File: config.mk
export PLATFORM = sky130hd
export DESIGN_NAME = trajectory_feeder
export DESIGN_NICKNAME = d
export VERILOG_FILES = /design/src/rtl/trajectory_feeder.sv
export SDC_FILE = /design/constraint.sdc
export NUM_CORES = 2
export LEC_CHECK = 0
export CAP_MARGIN = 20
export CORE_ASPECT_RATIO = 0.6
export CORE_MARGIN = 3
export CORE_UTILIZATION = 61
export DETAILED_ROUTE_END_ITERATION = 7
export GPL_ROUTABILITY_DRIVEN = 0
export PLACE_DENSITY = 0.81
export SLEW_MARGIN = 15
export SYNTH_ARGS = -nofsm -noshare
export SYNTH_HDL_FRONTEND = slang
export SYNTH_SLANG_ARGS = --single-unit
File: constraint.sdc
create_clock -name CLK -period 23 [get_ports CLK]
set_clock_uncertainty 0.05 [all_clocks]
set_input_delay 4.6 -clock CLK [delete_from_list [all_inputs] [get_ports CLK]]
set_output_delay 4.6 -clock CLK [all_outputs]
set_load 0.005 [all_outputs]
File: src/rtl/trajectory_feeder.sv
// trajectory_feeder: buffers host waypoints in a FIFO and issues them one at a
// time to an external judge, advancing on success and stopping on a fail,
// re-plan request or verdict timeout.
//
// Ports:
//   CLK, RST              clock, synchronous active-high reset
//   wp_valid/wp_data      host waypoint write (axis k in bits [32k+31:32k])
//   wp_ready              FIFO not full
//   start/abort/clear     run control, sticky-fail clear
//   replan_ack            host acknowledges a re-plan request
//   stepperPosition       waypoint currently presented to the judge
//   judge_req             one-cycle pulse, stepperPosition is new
//   deadline(_valid)      judge verdict: 0 fail, 255 success, else re-plan time
//   busy/done/fail        run status
//   replan_req/replan_time re-plan handshake and latched deadline
//   wp_count              FIFO occupancy
module trajectory_feeder #(
  parameter int unsigned STEPPERS_NUM = 6,
  parameter int unsigned DEPTH        = 16,
  parameter int unsigned TIMEOUT_CYC  = 1024
) (
  input  logic                         CLK,
  input  logic                         RST,
  input  logic                         wp_valid,
  input  logic [32*STEPPERS_NUM-1:0]   wp_data,
  output logic                         wp_ready,
  input  logic                         start,
  input  logic                         abort,
  input  logic                         clear,
  input  logic                         replan_ack,
  output logic [32*STEPPERS_NUM-1:0]   stepperPosition,
  output logic                         judge_req,
  input  logic [7:0]                   deadline,
  input  logic                         deadline_valid,
  output logic                         busy,
  output logic                         done,
  output logic                         fail,
  output logic                         replan_req,
  output logic [7:0]                   replan_time,
  output logic [$clog2(DEPTH):0]       wp_count
);

  localparam int unsigned DW = 32 * STEPPERS_NUM;
  localparam int unsigned AW = $clog2(DEPTH);
  localparam int unsigned CW = AW + 1;
  localparam int unsigned TW = $clog2(TIMEOUT_CYC) + 1;

  typedef enum logic [2:0] {
    S_IDLE, S_ISSUE, S_WAIT, S_REPLAN, S_FAIL, S_DONE
  } state_t;

  state_t        state, next_state;
  logic [DW-1:0] mem [DEPTH];
  logic [AW-1:0] rd_ptr, wr_ptr;
  logic [CW-1:0] count, count_nxt;
  logic [TW-1:0] timer;

  logic full, wr_en, pop, flush, set_fail, set_replan, ack_replan, issue;

  assign full     = (count == CW'(DEPTH));
  assign wp_count = count;

  // State register
  always_ff @(posedge CLK) begin
    if (RST) state <= S_IDLE;
    else     state <= next_state;
  end

  // Next state and per-cycle control strobes
  always_comb begin
    next_state = state;
    pop        = 1'b0;
    flush      = 1'b0;
    set_fail   = 1'b0;
    set_replan = 1'b0;
    ack_replan = 1'b0;
    issue      = 1'b0;
    if (abort) begin
      next_state = S_IDLE;
      flush      = 1'b1;
    end else begin
      unique case (state)
        S_IDLE: if (start && count != '0 && !fail) next_state = S_ISSUE;
        S_ISSUE: begin
          issue      = 1'b1;
          next_state = S_WAIT;
        end
        S_WAIT: begin
          if (deadline_valid) begin
            if (deadline == 8'd255) begin
              pop = 1'b1;
              // A write in the same cycle is always accepted while popping,
              // so the FIFO drains only when the last entry leaves unreplaced.
              next_state = (count == CW'(1) && !wp_valid) ? S_DONE : S_ISSUE;
            end else if (deadline == 8'd0) begin
              set_fail   = 1'b1;
              next_state = S_FAIL;
            end else begin
              set_replan = 1'b1;
              next_state = S_REPLAN;
            end
          end else if (timer == TW'(TIMEOUT_CYC - 1)) begin
            set_fail   = 1'b1;
            next_state = S_FAIL;
          end
        end
        S_REPLAN: if (replan_ack) begin
          ack_replan = 1'b1;
          flush      = 1'b1;
          next_state = S_IDLE;
        end
        S_FAIL:  next_state = S_IDLE;
        S_DONE:  next_state = S_IDLE;
        default: next_state = S_IDLE;
      endcase
    end
    // A pop frees a slot in the same cycle, so a full FIFO may still take a write.
    wr_en     = wp_valid && (!full || pop) && !flush;
    count_nxt = flush ? '0 : CW'(count + CW'(wr_en) - CW'(pop));
  end

  // FIFO storage (no reset needed; occupancy is tracked by count)
  always_ff @(posedge CLK) begin
    if (wr_en) mem[wr_ptr] <= wp_data;
  end

  // FIFO pointers and occupancy
  always_ff @(posedge CLK) begin
    if (RST) begin
      rd_ptr <= '0;
      wr_ptr <= '0;
      count  <= '0;
    end else begin
      if (flush) begin
        rd_ptr <= '0;
        wr_ptr <= '0;
      end else begin
        if (wr_en) wr_ptr <= wr_ptr + AW'(1);
        if (pop)   rd_ptr <= rd_ptr + AW'(1);
      end
      count <= count_nxt;
    end
  end

  // Registered outputs and verdict timer
  always_ff @(posedge CLK) begin
    if (RST) begin
      stepperPosition <= '0;
      judge_req       <= 1'b0;
      busy            <= 1'b0;
      done            <= 1'b0;
      fail            <= 1'b0;
      replan_req      <= 1'b0;
      replan_time     <= '0;
      wp_ready        <= 1'b1;
      timer           <= '0;
    end else begin
      judge_req <= issue;
      done      <= (next_state == S_DONE);
      busy      <= (next_state != S_IDLE);
      wp_ready  <= (count_nxt != CW'(DEPTH));
      if (issue) stepperPosition <= mem[rd_ptr];

      if (issue)              timer <= '0;
      else if (state == S_WAIT) timer <= timer + TW'(1);

      if (abort)         fail <= 1'b0;
      else if (set_fail) fail <= 1'b1;
      else if (clear)    fail <= 1'b0;

      if (abort || ack_replan) replan_req <= 1'b0;
      else if (set_replan)     replan_req <= 1'b1;

      if (set_replan) replan_time <= deadline;
    end
  end

endmodule
==> Yosys cells after proc, flatten, opt, wreduce, memory -nomap -nowiden <==
Memory sizes are Yosys's and may differ from the RTL's. A register that Yosys moved wholly into a read port is not among the register bits.
Cells that the tools add are included.
W data, S select, Z words.
{ "word_totals": {"ff_bits": 41, "ramBits": 3072, "input_bits": 208, "out_inout_bits": 211, "word_cells": 82, "n_memories": 1} }
{ "classes": {"addsub": 5, "eq_ne": 9, "muxes": 35, "n_reduce_logical": 20} }
{ "mem_list": {"columns": ["memory", "depth", "width", "read_ports", "rd_clocked_by_memory_dff", "write_ports", "line", "source"], "rows": [
  ["mem", 16, 192, 1, 1, 1, "53", "logic [DW-1:0] mem [DEPTH];"]
]} }
{ "op_table": {"columns": ["op", "n"], "rows": [
  ["$mux W1", 25],
  ["$mux W3", 8],
  ["$pmux W3 S4", 1],
  ["$add A11 B1 Y11 const B", 1],
  ["$eq A11 B10 Y1 const B", 1],
  ["$add A4 B1 Y4 const B", 2],
  ["$eq A8 B8 Y1 const B", 1],
  ["$logic_not A8 Y1", 1],
  ["$reduce_or A2 Y1", 4],
  ["$eq A3 B2 Y1 const B", 2],
  ["$add A5 B1 Y5", 1],
  ["$eq A5 B1 Y1 const B", 1],
  ["$eq A5 B5 Y1 const B", 1],
  ["$logic_and A1 B1 Y1", 5],
  ["$mux W5", 1],
  ["$ne A5 B5 Y1 const B", 1],
  ["$reduce_bool A5 Y1", 1],
  ["$sub A5 B1 Y5", 1],
  ["$logic_not A1 Y1", 4],
  ["$eq A3 B1 Y1 const B", 1],
  ["$eq A3 B3 Y1 const B", 1],
  ["$logic_not A3 Y1", 1],
  ["$reduce_bool A3 Y1", 1],
  ["$logic_or A1 B1 Y1", 2],
  ["$reduce_bool A2 Y1", 1]
]} }

==> Logic depth before layout (Yosys ltp) <==
{ "logic_depth": {"depth_word": 12, "mapped_depth": 16, "depth_no_buf": 15} }

==> Least setup slack after synthesis <==
OpenSTA, ideal clock, no wires.
{ "synth_path": {"kind": "input-to-reg", "startpoint": "input port abort", "endpoint": "memory mem[0][0] in the netlist's numbering, enable pin", "setup_ps": 981, "arrival_time_ps": 18553, "t_required_ps": 21969, "setup_slack_ps": 3417, "path_stages": 6, "path_buffers": 1, "path_cell_list": "nor4b_2 -> nor4b_4 -> o211a_1 -> buf_6 -> nand2_1 -> nor3_1"} }
{ "synth_between": {"elab_chain_len": 6, "word_cells_on_any_way": 8, "cone_classes": "mux: 4; reduce/logical: 4"} }
{ "synth_lines": {"columns": ["element", "line", "source"], "rows": [
  ["start, declared", "28", "input logic abort,"],
  ["$mux W1", "78", "if (abort) begin"],
  ["$logic_or A1 B1 Y1", "118", "wr_en = wp_valid && (!full || pop) && !flush;"],
  ["$logic_and A1 B1 Y1", "118", null],
  ["$logic_and A1 B1 Y1 (*)", "118", null],
  ["$mux W1 (*)", "124", "if (wr_en) mem[wr_ptr] <= wp_data;"],
  ["$mux W1 (implied by the code) (*)", "124", null],
  ["end, declared", "53", null]
]} }
Every way passes the cells marked *; elsewhere a longest branch is shown, timed or not.

==> Worst setup path after layout <==
{ "layout_path": {"startpoint": "input port abort", "endpoint": "memory mem[9][188] in the netlist's numbering, enable pin"} }
The elaborated chain is that of the path after synthesis.

==> summary by stage <==
Floorplanning
The number of top-level pins is 419. In this run the standard cell core region covers 200000 µm². The floorplan die height is 354 µm. The die span in x is 586 µm. The die area is 208000 µm². Row generation in the floorplan step produced 127 rows. The effective utilization at floorplan is 61.5%.

Yosys
Sequential elements use 78.7% of the synthesized area. The number of nets in the synthesized netlist is 5536. The largest family of logic cells by synthesized area is multiplexers. The fraction of synthesis flops using an asynchronous set or reset pin is 0%. In this run, synthesis produced a sequential element count of 3305.

The count of unique library cells instantiated by Yosys is 47. The adder and majority gate portion of the synthesized area is 0.138%. The area share of xor/xnor cells in the synthesized design is 0.135%.

The multiplexer area fraction after synthesis is 17.3%. The post-synthesis area per instance is 23.2 µm². The mapped netlist covers 123000 µm². The flip-flop cell with the highest count after synthesis is sky130_fd_sc_hd__edfxtp_1. The share of the synthesized area in compound gates (AO/OA/AOI/OAI) is 2.25%. The basic-gate share of the synthesized area counting and, or, nand and nor cells is 0.457%. Synthesis produced 5315 cells.

The Yosys step of the flow raised 0 warnings. Yosys mapped a number of flops with a built-in enable equal to 3072.

Timing
The count of final max-slew check failures is 0. The final period utilization is 38.5%. The fmax is 113 MHz. The aggregate negative setup slack is 0 ps. The clock period minus worst slack is 8850 ps. For the pin with the worst max-slew slack, the measured transition is 1260 ps. The setup slack after layout is 14150 ps. The number of failing hold endpoints at the final stage came to 0. Setup repair after global routing left no endpoint under its margin. The relative slew slack is 16.2%.

Setup violations remaining at the end of the flow were counted as 0.

Power
The fraction of power consumed by sequential logic is 57.0%. Power comes to 11.6 mW. The power density over cell area is 82.7 nW/µm².

The leakage component of the power is 43.5 nW. Of the total power, the share spent switching nets is 19.8%. The fraction of power consumed by combinational cells is 1.6%. The analysis attributes to net switching a power of 2.29 mW. The internal power summed over all cells is 9.27 mW. Of the total power, the clock network draws 41.4%. VDD sags by at most 0.0560 mV.

Global route
For met3 alone, demand over resource in global routing was 8.02%. The met2 track utilization from global routing is 45.3%. The number of antenna violations at the first check in global routing came to 43. The number of global-route vias before repair came to 61500. met2 is the most crowded layer. For this run, global-route usage on met1 was measured as 40.3%. The global-route total usage across every layer is 28.9%. The global route total overflow is 0. The first global-routing pass estimated 432 mm of wire. Entering global routing, the biggest net connects 147 pins.

Clocking
TritonCTS built the clock tree. At the later pin of the worst-skew pair, clock insertion delay measures 840 ps. The count of cells resized by post-cts repair is 0. The maximum level of the CTS H-tree is 5. In this run the deepest clock path goes through 4 buffers. The TritonCTS buffer count is 287.

Post-CTS timing repair inserted 0 buffers for setup. Clock-pin slew was measured on the worst setup and hold paths at 60 ps. The tree is rooted in a sky130_fd_sc_hd__clkbuf_16.

After clock tree synthesis, the flow added hold-fix buffers numbering 0. The tree built by TritonCTS fans out to 3305 sinks.

Final layout
The final layout contains 6050 nets. Of the cells placed in the final design, the portion with a size suffix greater than 1 is 21.5%. The synthesis-to-finish area growth is 13.5%. In the layout the commonest cells are sky130_fd_sc_hd__edfxtp_1 (3072), sky130_fd_sc_hd__mux4_2 (768), sky130_fd_sc_hd__clkdlybuf4s50_1 (418), sky130_fd_sc_hd__mux2i_1 (395), sky130_fd_sc_hd__clkbuf_16 (291). Leaving out fill and tap cells, the most frequent cell in the layout is sky130_fd_sc_hd__edfxtp_1.

The utilization after layout is 69.8%.

Critical path
STA classifies the critical path endpoint as a flip-flop. STA puts the critical path data arrival time at 9250 ps. The signal on the critical path passes through clkdlybuf4s50_1 -> nor4b_2 -> nor4b_4 -> o211a_1 -> nand2_1 -> nor2_4 -> buf_4 -> buf_12. The critical path class is input pin to flip-flop. For this design, the slowest cell found on the critical path is sky130_fd_sc_hd__buf_4. In this run the critical register-to-register path is launched from rd_ptr[0]$_SDFFE_PP0N_. The setup check on the worst reg-to-reg path leaves a slack of 17180 ps. The largest fanout of any net on the critical path is 122. The critical path runs through a total of 8 cells.

The biggest cell delay along the critical path is 820 ps. For the worst setup path, the data required time is 23390 ps. The kind of start point of the critical path is an input pin. The total buffers and inverters traversed by the critical path is 3. The depth of the most critical reg-to-reg path is 8.

The cell family contributing the most delay on the critical path is buffers and inverters. The reg-to-reg critical path endpoint is stepperPosition[71]$_SDFFE_PP0P_.

Placement
The placed wire-length estimate is 153 mm. The placement-stage worst setup slack is 13430 ps. The port buffer count is 418.

Route
The DRC marker count from the first detailed-route iteration is 7729. In the final routed layout, each cell accounts on average for 33.9 µm. In the routed design, unresolved DRC markers number 0.

The post-detailed-route via-to-cell ratio is 6.76. The pre-antenna-repair detailed-routing pass consisted of 5 iterations. The total via count after detailed routing is 59100. The count of nets left with antenna violations once routing finished came out at 0. Summed over all layers, the routed wires come to 296 mm.

Status
The run finished with clean final reports.

Min path
The cell depth of the worst min-delay path is 1. In this run the worst hold path is classified as flip-flop to flip-flop. The worst hold endpoint is stepperPosition[5]$_SDFFE_PP0P_. In this run the most critical hold path is launched from stepperPosition[5]$_SDFFE_PP0P_.

Flow run
Across the run, the number of max-cap violations was 0.
## cells in the mapped netlist (2+ instances only)
| master | count | area share (%) |
|---|---|---|
| sky130_fd_sc_hd__a21oi_1 | 4 | 0.016 |
| sky130_fd_sc_hd__mux2i_1 | 395 | 3.2 |
| sky130_fd_sc_hd__nand3_1 | 2 | 0.0081 |
| sky130_fd_sc_hd__inv_1 | 17 | 0.052 |
| sky130_fd_sc_hd__o22ai_1 | 193 | 0.98 |
| sky130_fd_sc_hd__buf_2 | 89 | 0.36 |
| sky130_fd_sc_hd__nor2_1 | 52 | 0.16 |
| sky130_fd_sc_hd__nor2b_1 | 2 | 0.010 |
| sky130_fd_sc_hd__nor3b_1 | 2 | 0.012 |
| sky130_fd_sc_hd__buf_6 | 4 | 0.037 |
| sky130_fd_sc_hd__or4_1 | 2 | 0.012 |
| sky130_fd_sc_hd__buf_1 | 52 | 0.16 |
| sky130_fd_sc_hd__dfxtp_1 | 233 | 3.8 |
| sky130_fd_sc_hd__and3_1 | 6 | 0.030 |
| sky130_fd_sc_hd__edfxtp_1 | 3072 | 75 |
| sky130_fd_sc_hd__nand2b_1 | 3 | 0.015 |
| sky130_fd_sc_hd__o21bai_1 | 2 | 0.012 |
| sky130_fd_sc_hd__and4_1 | 2 | 0.014 |
| sky130_fd_sc_hd__nand2_1 | 13 | 0.040 |
| sky130_fd_sc_hd__xor2_1 | 10 | 0.071 |
| sky130_fd_sc_hd__nor3_1 | 6 | 0.024 |
| sky130_fd_sc_hd__a21boi_0 | 2 | 0.012 |
| sky130_fd_sc_hd__mux4_2 | 768 | 14 |
| sky130_fd_sc_hd__nand4_1 | 9 | 0.046 |
| sky130_fd_sc_hd__ha_1 | 12 | 0.12 |
| sky130_fd_sc_hd__clkbuf_1 | 131 | 0.40 |
| sky130_fd_sc_hd__buf_4 | 10 | 0.061 |
| sky130_fd_sc_hd__xnor2_1 | 9 | 0.064 |
| sky130_fd_sc_hd__and2_1 | 2 | 0.010 |
| sky130_fd_sc_hd__a21o_1 | 194 | 1.2 |
## metal layers
metal  part of all wire [%]  wire length [µm]
met5                  0.049               144
met4                    2.9              8550
met3                     11             32400
met2                     49            146000
met1                     37            109000
## worst register-to-register path, stage by stage, from the launching register on
cell                      delay [ps]
sky130_fd_sc_hd__dfxtp_4         900
sky130_fd_sc_hd__buf_4           810
sky130_fd_sc_hd__buf_4           920
sky130_fd_sc_hd__buf_4           800
sky130_fd_sc_hd__buf_4           890
sky130_fd_sc_hd__mux4_2          710
sky130_fd_sc_hd__mux2i_1         260
sky130_fd_sc_hd__o22ai_1         140
sky130_fd_sc_hd__a21o_1          210
## sequential cells by signal, summed over array words and instances (netlist names)
signal / count
state: 3
replan_time: 8
wp_count: 5
replan_req: 1
timer: 11
judge_req: 1
done: 1
stepperPosition: 192
mem: 3072
busy: 1
wp_ready: 1
rd_ptr: 4
fail: 1
wr_ptr: 4
## worst max-delay path by stage
stage,slack (ps),end,startpoint
floorplan,3420,mem[0][0]$_DFFE_PP_,abort
global route,14030,mem[9][2]$_DFFE_PP_,abort
CTS,14310,mem[7][78]$_DFFE_PP_,abort
global placement,13510,mem[8][59]$_DFFE_PP_,abort
detailed placement,13430,mem[10][69]$_DFFE_PP_,abort
finish,14150,mem[9][188]$_DFFE_PP_,abort
## logic make-up after synthesis
| logic type | after synthesis |
|---|---|
| and+or+nand+nor | 109 |
| buffers and inverters | 303 |
| adders and majority gates | 13 |
| muxes | 1164 |
| xor gates and xnor gates | 19 |
| AOI/OAI and AO/OA | 402 |
| DFF | 3305 |
## power by group through the flow
stage                     Sequential [mW]  Clock [mW]  Combinational, mW
final                                6.59        4.78              0.187
after global routing                 6.59        5.06              0.201
after CTS                            6.59        4.84              0.187
after detailed placement             6.72           0              0.185
after global placement               6.72           0              0.174
after floorplan                      6.73           0             0.0418
## per-stage QoR
stage	hold WS (ps)	area (µm²)	std cells
2_1_floorplan	401	123000	5315
3_5_place_dp	389	130000	8180
4_1_cts	407	140000	8699
5_1_grt	423	140000	8718
6_report	402	140000	8731
3_3_place_gp	383	130000	8179
## final cells by class
cell class / count / area, µm²
sequential: 3305 / 96900
inverter: 17 / 63.8
multi-input combinational: 1707 / 25100
tap: 2644 / 3310
antenna: 28 / 70.1
clock inverter: 112 / 1130
clock buffer: 407 / 8060
timing repair buffer: 511 / 5190
fill: 11200 / 60400
Note: power is estimated with default switching activity, not from simulation.
